===== src/rtl/ov7670_power_sequencer.sv =====
// ov7670_power_sequencer
// Power-up sequencer for the OV7670 camera. It waits for a stable XCLK PLL
// lock, enables XCLK, walks PWDN and RESET through the datasheet power-up
// order, starts the SCCB configuration engine and then reports camera-ready.
// Loss of lock at any point re-runs the whole sequence from IDLE.
//
// Build option:
//   CAM_SEQ_TIMEOUT_EN - when defined, CFG_WAIT is bounded by
//                        CFG_TIMEOUT_CYCLES and a timeout lands in FAULT.
//                        When undefined, CFG_WAIT waits forever and o_Fault
//                        is held at 0.
//
// All outputs are registered from the next-state decode, so each output
// level appears together with the state it belongs to.

module ov7670_power_sequencer #(
  parameter int LOCK_STABLE_CYCLES = 1024,
  parameter int PWDN_CYCLES        = 25000,
  parameter int RESET_LOW_CYCLES   = 250,
  parameter int SETTLE_CYCLES      = 25000,
  parameter int CFG_TIMEOUT_CYCLES = 2500000
) (
  input  logic       i_Clk,
  input  logic       i_Rst_L,
  input  logic       i_Pll_Locked,
  input  logic       i_Cfg_Done,
  input  logic       i_Restart,
  output logic       o_Xclk_En,
  output logic       o_Cam_Pwdn,
  output logic       o_Cam_Reset_L,
  output logic       o_Cfg_Start,
  output logic       o_Ready,
  output logic       o_Fault,
  output logic [3:0] o_State
);

  // Counter is sized for the longest interval, timeout included, so the
  // same width serves both builds.
  localparam int MAX_AB  = (LOCK_STABLE_CYCLES > PWDN_CYCLES) ? LOCK_STABLE_CYCLES : PWDN_CYCLES;
  localparam int MAX_CD  = (RESET_LOW_CYCLES > SETTLE_CYCLES) ? RESET_LOW_CYCLES : SETTLE_CYCLES;
  localparam int MAX_ABCD = (MAX_AB > MAX_CD) ? MAX_AB : MAX_CD;
  localparam int MAX_ALL = (MAX_ABCD > CFG_TIMEOUT_CYCLES) ? MAX_ABCD : CFG_TIMEOUT_CYCLES;
  localparam int CNT_W   = $clog2(MAX_ALL) + 1;

  // A timed state of N cycles exits when the counter reaches N-1.
  localparam logic [CNT_W-1:0] LOCK_LAST   = CNT_W'(LOCK_STABLE_CYCLES - 1);
  localparam logic [CNT_W-1:0] PWDN_LAST   = CNT_W'(PWDN_CYCLES - 1);
  localparam logic [CNT_W-1:0] RST_LAST    = CNT_W'(RESET_LOW_CYCLES - 1);
  localparam logic [CNT_W-1:0] SETTLE_LAST = CNT_W'(SETTLE_CYCLES - 1);
`ifdef CAM_SEQ_TIMEOUT_EN
  localparam logic [CNT_W-1:0] CFG_TO_LAST = CNT_W'(CFG_TIMEOUT_CYCLES - 1);
`endif
  localparam logic [CNT_W-1:0] CNT_ZERO    = {CNT_W{1'b0}};
  localparam logic [CNT_W-1:0] CNT_ONE     = {{(CNT_W-1){1'b0}}, 1'b1};

  typedef enum logic [3:0] {
    ST_IDLE      = 4'd0,
    ST_LOCK_WAIT = 4'd1,
    ST_PWDN      = 4'd2,
    ST_RST_LOW   = 4'd3,
    ST_RST_WAIT  = 4'd4,
    ST_CFG_START = 4'd5,
    ST_CFG_WAIT  = 4'd6,
    ST_READY     = 4'd7,
    ST_FAULT     = 4'd8
  } state_t;

  // Lock synchroniser: sync_q[1] is the usable lock level.
  logic [1:0]       sync_q;
  logic [1:0]       sync_d;
  logic             lock_s;

  state_t           state_q;
  state_t           state_d;
  logic [CNT_W-1:0] cnt_q;
  logic [CNT_W-1:0] cnt_d;

  logic             xclk_en_q;
  logic             xclk_en_d;
  logic             pwdn_q;
  logic             pwdn_d;
  logic             reset_l_q;
  logic             reset_l_d;
  logic             cfg_start_q;
  logic             cfg_start_d;
  logic             ready_q;
  logic             ready_d;
  logic             fault_q;
  logic             fault_d;

  // States whose dwell time is measured by the cycle counter.
  function automatic logic is_timed(input state_t s);
    logic timed;
    case (s)
      ST_LOCK_WAIT: timed = 1'b1;
      ST_PWDN:      timed = 1'b1;
      ST_RST_LOW:   timed = 1'b1;
      ST_RST_WAIT:  timed = 1'b1;
`ifdef CAM_SEQ_TIMEOUT_EN
      ST_CFG_WAIT:  timed = 1'b1;
`else
      ST_CFG_WAIT:  timed = 1'b0;
`endif
      default:      timed = 1'b0;
    endcase
    return timed;
  endfunction

  assign lock_s = sync_q[1];

  // Shift the raw PLL lock into the two-flop synchroniser.
  always_comb begin
    sync_d = {sync_q[0], i_Pll_Locked};
  end

  // Next-state decode; lock loss outranks every other condition.
  always_comb begin
    state_d = state_q;
    if ((state_q != ST_IDLE) && !lock_s) begin
      state_d = ST_IDLE;
    end else begin
      case (state_q)
        ST_IDLE: begin
          if (lock_s) begin
            state_d = ST_LOCK_WAIT;
          end else begin
            state_d = ST_IDLE;
          end
        end
        ST_LOCK_WAIT: begin
          if (cnt_q == LOCK_LAST) begin
            state_d = ST_PWDN;
          end else begin
            state_d = ST_LOCK_WAIT;
          end
        end
        ST_PWDN: begin
          if (cnt_q == PWDN_LAST) begin
            state_d = ST_RST_LOW;
          end else begin
            state_d = ST_PWDN;
          end
        end
        ST_RST_LOW: begin
          if (cnt_q == RST_LAST) begin
            state_d = ST_RST_WAIT;
          end else begin
            state_d = ST_RST_LOW;
          end
        end
        ST_RST_WAIT: begin
          if (cnt_q == SETTLE_LAST) begin
            state_d = ST_CFG_START;
          end else begin
            state_d = ST_RST_WAIT;
          end
        end
        ST_CFG_START: begin
          // Done is deliberately not looked at while the start pulse is out.
          state_d = ST_CFG_WAIT;
        end
        ST_CFG_WAIT: begin
          // Done is checked first so it wins over a coincident timeout.
          if (i_Cfg_Done) begin
            state_d = ST_READY;
          end else begin
`ifdef CAM_SEQ_TIMEOUT_EN
            if (cnt_q == CFG_TO_LAST) begin
              state_d = ST_FAULT;
            end else begin
              state_d = ST_CFG_WAIT;
            end
`else
            state_d = ST_CFG_WAIT;
`endif
          end
        end
        ST_READY: begin
          // Restart re-inits the camera but keeps XCLK running.
          if (i_Restart) begin
            state_d = ST_PWDN;
          end else begin
            state_d = ST_READY;
          end
        end
        ST_FAULT: begin
`ifdef CAM_SEQ_TIMEOUT_EN
          if (i_Restart) begin
            state_d = ST_PWDN;
          end else begin
            state_d = ST_FAULT;
          end
`else
          // Unreachable in this build; recover through IDLE.
          state_d = ST_IDLE;
`endif
        end
        default: begin
          state_d = ST_IDLE;
        end
      endcase
    end
  end

  // Cycle counter: cleared on state entry, runs only in timed states.
  always_comb begin
    cnt_d = CNT_ZERO;
    if (state_d != state_q) begin
      cnt_d = CNT_ZERO;
    end else if (is_timed(state_q)) begin
      cnt_d = cnt_q + CNT_ONE;
    end else begin
      cnt_d = CNT_ZERO;
    end
  end

  // Output levels for the state being entered, so they register with it.
  always_comb begin
    xclk_en_d   = 1'b0;
    pwdn_d      = 1'b1;
    reset_l_d   = 1'b0;
    cfg_start_d = 1'b0;
    ready_d     = 1'b0;
    fault_d     = 1'b0;
    case (state_d)
      ST_IDLE, ST_LOCK_WAIT: begin
        xclk_en_d = 1'b0;
        pwdn_d    = 1'b1;
        reset_l_d = 1'b0;
      end
      ST_PWDN: begin
        xclk_en_d = 1'b1;
        pwdn_d    = 1'b1;
        reset_l_d = 1'b0;
      end
      ST_RST_LOW: begin
        xclk_en_d = 1'b1;
        pwdn_d    = 1'b0;
        reset_l_d = 1'b0;
      end
      ST_RST_WAIT, ST_CFG_WAIT: begin
        xclk_en_d = 1'b1;
        pwdn_d    = 1'b0;
        reset_l_d = 1'b1;
      end
      ST_CFG_START: begin
        xclk_en_d   = 1'b1;
        pwdn_d      = 1'b0;
        reset_l_d   = 1'b1;
        cfg_start_d = 1'b1;
      end
      ST_READY: begin
        xclk_en_d = 1'b1;
        pwdn_d    = 1'b0;
        reset_l_d = 1'b1;
        ready_d   = 1'b1;
      end
      ST_FAULT: begin
        // Camera parked in power-down with XCLK still running.
        xclk_en_d = 1'b1;
        pwdn_d    = 1'b1;
        reset_l_d = 1'b0;
`ifdef CAM_SEQ_TIMEOUT_EN
        fault_d   = 1'b1;
`else
        fault_d   = 1'b0;
`endif
      end
      default: begin
        xclk_en_d = 1'b0;
        pwdn_d    = 1'b1;
        reset_l_d = 1'b0;
      end
    endcase
  end

  // State, counter, synchroniser and output registers.
  always_ff @(posedge i_Clk or negedge i_Rst_L) begin
    if (!i_Rst_L) begin
      sync_q      <= 2'b00;
      state_q     <= ST_IDLE;
      cnt_q       <= CNT_ZERO;
      xclk_en_q   <= 1'b0;
      pwdn_q      <= 1'b1;
      reset_l_q   <= 1'b0;
      cfg_start_q <= 1'b0;
      ready_q     <= 1'b0;
      fault_q     <= 1'b0;
    end else begin
      sync_q      <= sync_d;
      state_q     <= state_d;
      cnt_q       <= cnt_d;
      xclk_en_q   <= xclk_en_d;
      pwdn_q      <= pwdn_d;
      reset_l_q   <= reset_l_d;
      cfg_start_q <= cfg_start_d;
      ready_q     <= ready_d;
      fault_q     <= fault_d;
    end
  end

  assign o_Xclk_En     = xclk_en_q;
  assign o_Cam_Pwdn    = pwdn_q;
  assign o_Cam_Reset_L = reset_l_q;
  assign o_Cfg_Start   = cfg_start_q;
  assign o_Ready       = ready_q;
  assign o_Fault       = fault_q;
  assign o_State       = state_q;

endmodule


===== config.mk =====
export PLATFORM = sky130hd
export DESIGN_NAME = ov7670_power_sequencer
export DESIGN_NICKNAME = d
export VERILOG_FILES = /design/src/rtl/ov7670_power_sequencer.sv
export SDC_FILE = /design/constraint.sdc
export NUM_CORES = 1
export LEC_CHECK = 0
export ABC_AREA = 1
export BUFFER_PORTS_ARGS = -buffer_cell sky130_fd_sc_hd__buf_4
export CAP_MARGIN = 20
export CORE_ASPECT_RATIO = 0.5
export CORE_MARGIN = 2
export CORE_UTILIZATION = 40
export CTS_CLUSTER_SIZE = 40
export DETAILED_ROUTE_END_ITERATION = 10
export SYNTH_ARGS = -nofsm -noshare
export SYNTH_HDL_FRONTEND = slang
export SYNTH_SLANG_ARGS = --single-unit

===== constraint.sdc =====
create_clock -name i_Clk -period 2.1 [get_ports i_Clk]
set_input_delay 0.105 -clock i_Clk [delete_from_list [all_inputs] [get_ports i_Clk]]
set_output_delay 0.105 -clock i_Clk [all_outputs]
set_load 0.02 [all_outputs]

# --- After elaboration in Yosys (flattened, before gate mapping) ---
# Index checks and enable logic that the tools add are counted.
classes:
  addsub: 1
  eq_ne: 18
  mux: 18
  reduce_logical: 8
ops:
  columns: ["op", "count"]
  rows:
  - ["two-way mux 23 bit", 2]
  - ["== test 4 x 3 -> 1 bit (second input constant)", 8]
  - ["one-hot mux 4 bit (8 select lines)", 1]
  - ["adder 23 x 1 -> 23 bit (second input constant)", 1]
  - ["== test 23 x 10 -> 1 bit (second input constant)", 1]
  - ["== test 23 x 15 -> 1 bit (second input constant)", 1]
  - ["== test 23 x 8 -> 1 bit (second input constant)", 1]
  - ["== test 4 x 2 -> 1 bit (second input constant)", 4]
  - ["two-way mux 1 bit", 11]
  - ["OR reduction 4 bit", 2]
  - ["OR reduction 7 bit", 1]
  - ["two-way mux 3 bit", 2]
  - ["OR reduction 5 bit", 1]
  - ["== test 4 x 1 -> 1 bit (second input constant)", 1]
  - ["== test 4 bit (second input constant)", 1]
  - ["zero test 4 bit", 1]
  - ["two-way mux 4 bit", 1]
  - ["!= test 4 bit", 1]
  - ["nonzero test 4 bit", 1]
  - ["two-way mux 2 bit", 1]
  - ["logical AND 1 bit", 1]
  - ["zero test 1 bit", 1]
word_totals:
  ff_bits: 34
  inputBits: 5
  output_inout_bits: 10
  word_cells: 53

# --- Depth between registers and ports, before layout ---
# Gate-level depths: netlist of the first run.
depth:
  ltp_word: 8
  ltp_mapped: 14
  depth_no_buf: 13

# --- Worst setup path after synthesis of the first run ---
# Ideal clock, no wire load.
synth_timing:
  kind: "reg2reg"
  start: "register cnt_q[0]"
  end: "register cnt_q[10]"
  setup_ns: 0.126
  arrival_ns: 1.581
  required_ns: 1.974
  slack_ns: 0.393
  stages_incl_launch_ff: 14
  n_path_buf: 1
  synth_period_minus_slack_ns: 1.707
  path_cell_list: "dfrtp_1 -> ha_1 -> nand2_1 -> nor2_4 -> inv_2 -> nor2_4 -> nand3_2 -> nand2_1 -> nand3_2 -> nand2_2 -> nand2_2 -> nand2_4 -> buf_6 -> nor3_2"
synth_between:
  elab_chain_len: 6
  word_cells_on_any_way: 13
  classes_between: "1 x add/sub; 4 x eq/ne; 8 x mux"
synth_lines:
  columns: ["element", "line_no", "source"]
  rows:
  - ["start, declared", "75", "logic [CNT_W-1:0] cnt_q;"]
  - ["start signal, assigned", "292", "cnt_q <= cnt_d;"]
  - ["== test 23 x 15 -> 1 bit (tied with other cells)", "138, 152", null]
  - ["two-way mux 1 bit (tied with other cells)", "138, 152", null]
  - ["one-hot mux 4 bit (8 select lines)", "122", "case (state_q)"]
  - ["two-way mux 4 bit", "119", "if ((state_q != ST_IDLE) && !lock_s) begin"]
  - ["!= test 4 bit", "208", "if (state_d != state_q) begin"]
  - ["two-way mux 23 bit *", "208", null]
  - ["named net cnt_d[10]", "76", "logic [CNT_W-1:0] cnt_d;"]
# Mark *: on every way through the listed nets, which the timed path passes. The rest lies on a longest branch.

# --- Final worst setup path of the first run ---
layout_timing:
  start: "register cnt_q[0]"
  end: "register cnt_q[22]"
# The elaborated chain is that of the path after synthesis.

==> results.yml, run 1 <==
sta:
  hold_viol_final: 0
  post-route-period-util_pct: 91.9
  final_max_slew_viol_count: 0
  fin_worst_skew_ps: 6.80
  setup_violations: 0
  hold_ws_ps: 296
  max_freq_ghz: 0.518
  finalSetupTns_ps: 0
  rsz0062_at_grt: "no"
  min_period_ps: 1930
clocking:
  cts_root_buffer: "clkbuf_8"
  cts_buffer_depth: 2
  h-tree-depth: 2
  cts_tree: "done"
  clock-sinks: 33
  clk_latency_ps: 290
  clk_pin_slew_ps: 70
  cts_made_buffers: 5
floorplan:
  die_h_um: 56.4
  fp.dieW_um: 109
  dieArea_mm2: 0.00613
  rows: 18
  boundaryPins: 15
  floorplan.initialDensity_pct: 42.9
  core-area_mm2: 0.00511
power:
  pwr_density_cell_mw_per_mm2: 907
  ir_worst_vdd_uv: 1150
  leakagePower_nw: 1.18
grt:
  grt_max_degree: 34
  grt_antenna_before_repair: 0
  grt_pass1_vias: 1789
  grt_pass1_wl_mm: 8.49
  grt.total_usage_pct: 17.9
  globalRouteOverflowTotal: 0
setup_path:
  endpoint_kind: "flip-flop"
  worstPathRequired_ps: 2270
  ff2ff_setup_slack_ps: 170
  path_max_fanout: 23
  r2r-end: "cnt_q[22]$_DFF_PN0_"
  arrival_ps: 2100
  timing.rr.start: "cnt_q[0]$_DFF_PN0_"
  rr_worst_depth: 12
  path_class: "flip-flop to flip-flop"
  start_kind: "flip-flop"
detailed_routing:
  via_per_inst: 5.08
  wl_mm: 5.26
  wl_per_cell_um: 13.9
  first_iter_violations: 132
  vias: 1915
  drtPass1Iterations: 4
  postRouteAntennaNets: 0
  route.detailed.drc: 0
run:
  drv_cap: 0
synthesis:
  synth.area.top_cells: "dfrtp_1 37%, nand2_1 11%, nor3_2 9.6%"
  ys_ff_latch: 33
  synth_edf_count: 0
  ys_async_sr_fraction_pct: 100
  yosysSeqAreaShare_pct: 37.7
  synth.top_cell.area_share_pct: 36.5
  synth-main-ff-cell: "dfrtp_1"
  synthCells: 289
  synth_cell_type_count: 32
  avgSynthCellArea_um2: 7.59
  netlist.top_cell.by_area: "dfrtp_1"
  yosys_warnings: 0
  synth_area_mm2: 0.00219
finish:
  final_util_pct: 48.4
  syn_to_final_growth_pct: 12.8
  final_cell_mix: "63 x nand2_1, 41 x inv_1, 31 x dfrtp_1"
  num-fill-cells: 494
  stdcell_count: 377
  drive_gt1_share_pct: 22.8
  final_common_cell: "nand2_1"
  nets: 313
  diodes: 0
min_path:
  hold_path_class: "input pin to asynchronous set/reset pin"
placed_design:
  portBuffers: 12
  place_inst: 366
  gp_congestion: 0.873
  dpl.hpwl_mm: 3.61
run_status:
  outcome: "complete, no violations"
[cells in the mapped netlist (4+ instances only)]
master,instances
nand4_1,9
or2_2,4
nor3_1,10
nor2_1,28
buf_6,4
inv_1,41
dfrtp_1,32
o21ai_0,9
nand2_1,64
nand2_2,4
nor3_2,21
nand3_1,28
[routing by layer]
| layer | track usage (%) | share of wire [%] | vias to the layer above |
|---|---|---|---|
| met5 | 0 | 0 | - |
| met4 | 5.49 | 1.4 | 0 |
| met3 | 4.07 | 5.3 | 9 |
| met2 | 26.4 | 45 | 51 |
| met1 | 26.0 | 49 | 896 |
| li1 | - | - | 959 |
[final cells by class]
class | count | area, um2 | share of cell area [%]
multi-input cells | 204 | 1170 | 47.4
flip-flops and latches | 33 | 828 | 33.5
inverters | 44 | 165 | 6.68
repair buffers | 18 | 140 | 5.67
well taps | 70 | 87.6 | 3.54
clock buffers | 8 | 80.1 | 3.24
[worst max-delay path by stage]
stage,startpoint,endpoint,cells after the start
after global placement,cnt_q[0]$_DFF_PN0_,cnt_q[22]$_DFF_PN0_,12
after CTS,cnt_q[0]$_DFF_PN0_,cnt_q[0]$_DFF_PN0_,12
after global routing,cnt_q[0]$_DFF_PN0_,cnt_q[2]$_DFF_PN0_,11
after floorplan,cnt_q[0]$_DFF_PN0_,cnt_q[10]$_DFF_PN0_,13
after detailed placement,cnt_q[0]$_DFF_PN0_,cnt_q[0]$_DFF_PN0_,12
final,cnt_q[0]$_DFF_PN0_,cnt_q[22]$_DFF_PN0_,12
[critical path, cell delays in order (launching register included)]
cell and delay [ps]:
dfrtp_2 400, ha_1 170, nand2_1 100, nor2_4 130, inv_2 60, nor2_4 130, nand3_2 70, nand2_1 80
nand3_2 110, nand2_2 120, nand2_2 100, nand2_8 230, nor3_1 70
[report_power, final]
group | switching (mW) | internal [mW]
Clock | 0.226 | 0.235
Combinational | 0.764 | 0.264
Sequential | 0.0648 | 0.688
Total | 1.05 | 1.19
[flip-flops by register name, summed over array words and instances (netlist names)]
name / flops
sync_q: 2
o_Cam_Pwdn: 1
o_Xclk_En: 1
o_State: 3
cnt_q: 23
o_Ready: 1
o_Cam_Reset_L: 1
o_Cfg_Start: 1
[repair_timing]
item                                    CTS  global route
endpoints found under the hold margin    33             0
setup buffers                             0             0
hold buffers                              2             0
endpoints found under the setup margin    0            23
resized for setup                         0             8
[per-stage QoR]
step	setup WS (ps)	total power, mW	area (um2)
floorplan	393	1.54	2200
global placement	182	1.65	2330
detailed placement	64.8	1.67	2330
CTS	46.3	2.14	2430
global route	1.15	2.40	2470
finish	170	2.24	2470
[cells by family after synthesis]
group | Yosys count | synth area share, %
simple gates | 180 | 44.7
buf+inv | 54 | 11.1
flops | 33 | 37.7
compound gates | 17 | 4.34
xor+xnor | 2 | 0.799
fa+ha+maj | 2 | 1.14
other cells | 1 | 0.171
No activity file was read; power rests on OpenSTA's default activity.
==> run 2: changes to the inputs <==
--- a/config.mk
+++ b/config.mk
@@ -13,6 +13,7 @@
 export CORE_UTILIZATION = 40
 export CTS_CLUSTER_SIZE = 40
 export DETAILED_ROUTE_END_ITERATION = 10
+export GPL_TIMING_DRIVEN = 0
 export SYNTH_ARGS = -nofsm -noshare
 export SYNTH_HDL_FRONTEND = slang
 export SYNTH_SLANG_ARGS = --single-unit
==> run 2 against run 1 <==
Compared with the run above:
- global-route usage up 0.47 points
- maximum frequency fell by 0.55%
- critical endpoint is now cnt_q[8]$_DFF_PN0_
- critical path depth rose by 1
- sequential share of layout area is 0.40 points lower
- count of clock-buffer cells in the layout shrank 1
- cell count rose by 1.9%
- wire length down 1.8%
- die area unchanged
- register-to-register slack about the same
- highest routed layer unchanged
==> results.yml, run 2 (synthesized netlist as in run 1, its figures left out) <==
finish:
  final_common_cell: "nand2_1"
  max_flop_register: "cnt_q"
  nets: 320
  stdcell_count: 384
  final_area_mm2: 0.00250
  drive_gt1_share_pct: 24.2
  final_cell_mix: "64 x nand2_1, 41 x inv_1, 31 x dfrtp_1"
  syn_to_final_growth_pct: 14.1
  diodes: 0
  largest_reg_flops: 23
sta:
  fin_worst_skew_ps: 10.1
  max_freq_ghz: 0.515
  finalSetupTns_ps: 0
  hold_viol_final: 0
  setup_violations: 0
  worst_slack_ps: 160
  min_period_ps: 1940
  post-route-period-util_pct: 92.4
  final_max_slew_viol_count: 0
setup_path:
  r2r-end: "cnt_q[8]$_DFF_PN0_"
  endpoint_kind: "flip-flop"
  rr_worst_depth: 13
  path_max_fanout: 10
  path_class: "flip-flop to flip-flop"
  timing.rr.start: "cnt_q[0]$_DFF_PN0_"
  start_kind: "flip-flop"
  worstPathRequired_ps: 2260
  arrival_ps: 2100
  ff2ff_setup_slack_ps: 160
clocking:
  cts_tree: "done"
  cts_root_buffer: "clkbuf_8"
  cts_made_buffers: 5
  h-tree-depth: 2
  cts_buffer_depth: 2
  clk_pin_slew_ps: 70
  clk_latency_ps: 280
  clock-sinks: 33
detailed_routing:
  wl_mm: 5.16
  vias: 1921
  route.detailed.drc: 0
  dr_wl_met3_um: 212
  wl_per_cell_um: 13.4
  via_per_inst: 5.00
  dr.max_layer_used: "met4"
  drtPass1Iterations: 6
  first_iter_violations: 112
  postRouteAntennaNets: 0
  m1WireLength_mm: 2.64
  route.met2.wl_mm: 2.28
placed_design:
  gp_congestion: 0.882
  place_inst: 372
  dp_slack_ps: 84.8
  dpl.hpwl_mm: 3.88
  placed_area_mm2: 0.00237
  portBuffers: 12
grt:
  globalRouteOverflowTotal: 0
  grt_pass1_wl_mm: 8.74
  grt.total_usage_pct: 18.4
  grt_max_degree: 34
  grt_antenna_before_repair: 0
  grt_pass1_vias: 1855
power:
  pwr-share-comb_pct: 49.3
  pwr_density_cell_mw_per_mm2: 932
  p_switching_mw: 1.04
  power_switching_share_pct: 44.8
  pwr-share-seq_pct: 30.5
  leakagePower_nw: 1.21
  p_int_mw: 1.29
  ir_worst_vdd_uv: 609
  clkPwrFrac_pct: 20.2
floorplan:
  dieArea_mm2: 0.00613
  boundaryPins: 15
  rows: 18
  die_h_um: 56.4
  fp.dieW_um: 109
  floorplan.initialDensity_pct: 42.9
  core-area_mm2: 0.00511
run_status:
  outcome: "complete, no violations"
min_path:
  hold_path_class: "input pin to asynchronous set/reset pin"
run:
  drv_cap: 0
==> run 2: critical path: stages (launching register included) <==
cell,delay (ps)
dfrtp_2,390
ha_2,210
nand2_1,100
nor2_4,130
inv_2,60
nor2_4,140
nand3_2,60
nand2_1,70
nand3_2,130
nand2_2,130
nand2_2,70
nand2_4,100
buf_8,170
nor3_2,50
==> run 2: worst max-delay path by stage <==
stage,end,from,slack [ps],cells after the start
final,cnt_q[8]$_DFF_PN0_,cnt_q[0]$_DFF_PN0_,160,13
after detailed placement,cnt_q[3]$_DFF_PN0_,cnt_q[0]$_DFF_PN0_,80,13
after global placement,cnt_q[8]$_DFF_PN0_,cnt_q[0]$_DFF_PN0_,120,13
after global routing,cnt_q[3]$_DFF_PN0_,cnt_q[0]$_DFF_PN0_,-5,14
after floorplan,cnt_q[10]$_DFF_PN0_,cnt_q[0]$_DFF_PN0_,390,13
after CTS,cnt_q[9]$_DFF_PN0_,cnt_q[0]$_DFF_PN0_,70,13
==> run 2: repair_timing <==
item / 4_1_cts / 5_1_grt
endpoints found under the hold margin: 33 / 0
buffers inserted: 0 / 2
setup endpoints to repair: 0 / 22
gates resized for setup: 0 / 6
hold buffers: 2 / 0
==> run 2: stage by stage <==
| step | util [%] | hold slack [ps] | power [mW] |
|---|---|---|---|
| floorplan | - | -191 | 1.54 |
| global placement | 46.5 | 72.6 | 1.81 |
| detailed placement | 46.5 | 84.2 | 1.82 |
| CTS | 48.4 | 316 | 2.30 |
| global route | 49.0 | 355 | 2.48 |
| finish | 49.0 | 304 | 2.33 |
==> run 2: power by group through the flow <==
stage          clock [mW]  combinational [mW]  sequential, mW
2_1_floorplan           0               0.777           0.760
3_3_place_gp            0                1.09           0.724
3_5_place_dp            0                1.10           0.725
4_1_cts             0.482                1.10           0.714
5_1_grt             0.511                1.25           0.716
6_report            0.472                1.15           0.711
==> run 2: layout make-up <==
type | count | area, um2
Multi-Input combinational cell | 203 | 1130
Clock inverter | 1 | 5.00
Buffer | 10 | 87.6
Fill cell | 486 | 2610
Sequential cell | 33 | 828
Tap cell | 70 | 87.6
Inverter | 44 | 165
Timing Repair Buffer | 16 | 125
Clock buffer | 7 | 76.3
==> run 2: routing by layer <==
layer	vias to the layer above	GRT usage (%)
met1	915	26.7
met4	0	3.85
li1	970	-
met3	4	4.41
met2	32	27.8
met5	-	0
==> run 3: changes to the inputs <==
--- a/config.mk
+++ b/config.mk
@@ -14,6 +14,7 @@
 export CTS_CLUSTER_SIZE = 40
 export DETAILED_ROUTE_END_ITERATION = 10
 export GPL_TIMING_DRIVEN = 0
+export RECOVER_POWER = 100
 export SYNTH_ARGS = -nofsm -noshare
 export SYNTH_HDL_FRONTEND = slang
 export SYNTH_SLANG_ARGS = --single-unit
==> run 3 against run 2 <==
Compared with the run above:
- wire length is 0.76% lower
- sequential power hardly changed
- register-to-register slack worse by 60 ps
- non-clock buffer count stayed put
- combinational power is 5% lower
- largest cell class unchanged
==> results.yml, run 3 (synthesized netlist as in run 1, its figures left out) <==
run_status:
  outcome: "complete, no violations"
sta:
  final_max_slew_viol_count: 0
  post-route-period-util_pct: 95.5
  max_freq_ghz: 0.499
  setup_violations: 0
  finalSetupTns_ps: 0
  maxSlewHeadroom_pct: 42.1
  min_period_ps: 2000
  hold_viol_final: 0
  tightest_slew_ps: 869
  rsz0062_at_grt: "no"
  fin_worst_skew_ps: 10.5
placed_design:
  place_inst: 372
  dpl.hpwl_mm: 3.88
  portBuffers: 12
  gp_congestion: 0.882
power:
  p_switching_mw: 1.03
  power_switching_share_pct: 45.5
  pwr-share-seq_pct: 31.3
  clkPwrFrac_pct: 20.6
  p_total_mw: 2.27
  p_int_mw: 1.24
  leakagePower_nw: 1.18
  pwr-share-comb_pct: 48.1
  ir_worst_vdd_uv: 579
  pwr_density_cell_mw_per_mm2: 925
grt:
  grt_pass1_wl_mm: 8.74
  grt_pass1_vias: 1855
  grt_max_degree: 34
  globalRouteOverflowTotal: 0
  grt_antenna_before_repair: 0
  grt.total_usage_pct: 18.4
floorplan:
  core-area_mm2: 0.00511
  floorplan.initialDensity_pct: 42.9
  boundaryPins: 15
  die_h_um: 56.4
  fp.dieW_um: 109
  dieArea_mm2: 0.00613
  rows: 18
detailed_routing:
  first_iter_violations: 97
  via_per_inst: 5.03
  route.detailed.drc: 0
  drtPass1Iterations: 5
  wl_mm: 5.12
  wl_per_cell_um: 13.3
  postRouteAntennaNets: 0
  vias: 1931
setup_path:
  path_max_fanout: 10
  ff2ff_setup_slack_ps: 100
  start_kind: "flip-flop"
  path_class: "flip-flop to flip-flop"
  crit_chain: "ha_2, nand2_1, nor2_2, inv_1, nor2_4, nand3_1, nand2_1, nand3_2, nand2_2, nand2_2, nand2_4, buf_6, nor3_2"
  arrival_ps: 2160
  slowest_delay_ps: 390
  endpoint_kind: "flip-flop"
  rr_worst_depth: 13
  worstPathRequired_ps: 2260
  critPathSlowestCell: "dfrtp_2"
  r2r-end: "cnt_q[8]$_DFF_PN0_"
  timing.rr.start: "cnt_q[0]$_DFF_PN0_"
clocking:
  cts_buffer_depth: 2
  cts_root_buffer: "clkbuf_8"
  cts_tree: "done"
  clock-sinks: 33
  cts_made_buffers: 5
  h-tree-depth: 2
  clk_pin_slew_ps: 70
  clk_latency_ps: 280
min_path:
  hold_path_class: "flip-flop to flip-flop"
  whs_path_depth: 0
  worstHoldEndpoint: "sync_q[1]$_DFF_PN0_"
  holdCritStartpoint: "sync_q[0]$_DFF_PN0_"
finish:
  multiInputGateArea_mm2: 0.00112
  drive_gt1_share_pct: 21.0
  max_flop_register: "cnt_q"
  diodes: 0
  final_common_cell: "nand2_1"
  largest_reg_flops: 23
  syn_to_final_growth_pct: 11.9
  seq_area_um2: 828
  final_cell_mix: "64 x nand2_1, 42 x inv_1, 31 x dfrtp_1"
  nets: 320
  num-fill-cells: 501
  stdcell_count: 384
run:
  drv_cap: 0
## run 3: changes by cell type in the layout (fill, tap and decap cells not counted), sizes merged
cell    previous run  this run
buf               23        13
clkbuf             8        18
## run 3: final cells by class
cell class,instances,share of cell area [%]
multi-input combinational,203,45.6
sequential,33,33.8
inverter,44,6.73
timing repair buffer,16,3.77
tap,70,3.57
buffer,10,3.26
clock buffer,7,3.11
clock inverter,1,0.204
## run 3: worst max-delay path: cells and delay by family (launching register included)
kind | cells | cell delay [ps]
flops | 1 | 390
simple gates | 10 | 1000
buf+inv | 2 | 280
fa+ha+maj | 1 | 210
## run 3: per-layer routing
layer	vias to the layer above	global-route usage [%]	wire length [um]
met3	6	4.41	231
met2	42	27.8	2250
met5	-	0	0
met1	915	26.7	2600
met4	0	3.85	38
li1	968	-	-
## run 3: worst max path at each step
stage	cells after the start	slack, ps	start	endpoint
after floorplan	13	390	cnt_q[0]$_DFF_PN0_	cnt_q[10]$_DFF_PN0_
after global placement	13	120	cnt_q[0]$_DFF_PN0_	cnt_q[8]$_DFF_PN0_
after global routing	13	5	cnt_q[0]$_DFF_PN0_	cnt_q[8]$_DFF_PN0_
final	13	100	cnt_q[0]$_DFF_PN0_	cnt_q[8]$_DFF_PN0_
after detailed placement	13	80	cnt_q[0]$_DFF_PN0_	cnt_q[3]$_DFF_PN0_
after CTS	13	70	cnt_q[0]$_DFF_PN0_	cnt_q[9]$_DFF_PN0_
## run 3: what timing repair did
item	CTS	global route
buffers inserted	0	2
hold buffers	2	0
resized for setup	0	6
endpoints found under the hold margin	33	0
setup endpoints to repair	0	22
## run 3: power groups by stage
stage | sequential, mW | clock (mW) | combinational [mW]
after floorplan | 0.760 | 0 | 0.777
after global placement | 0.724 | 0 | 1.09
after detailed placement | 0.725 | 0 | 1.10
after CTS | 0.714 | 0.482 | 1.10
after global routing | 0.715 | 0.511 | 1.19
final | 0.710 | 0.467 | 1.09
## run 3: per-stage QoR
step	utilization [%]	hold slack [ps]	cell area, um2	setup WS [ps]
6_report	48.0	356	2450	95.5
5_1_grt	48.0	365	2450	4.51
4_1_cts	48.4	316	2480	65.4
3_5_place_dp	46.5	84.2	2370	84.8
3_3_place_gp	46.5	72.6	2370	123
2_1_floorplan	-	-191	2200	393
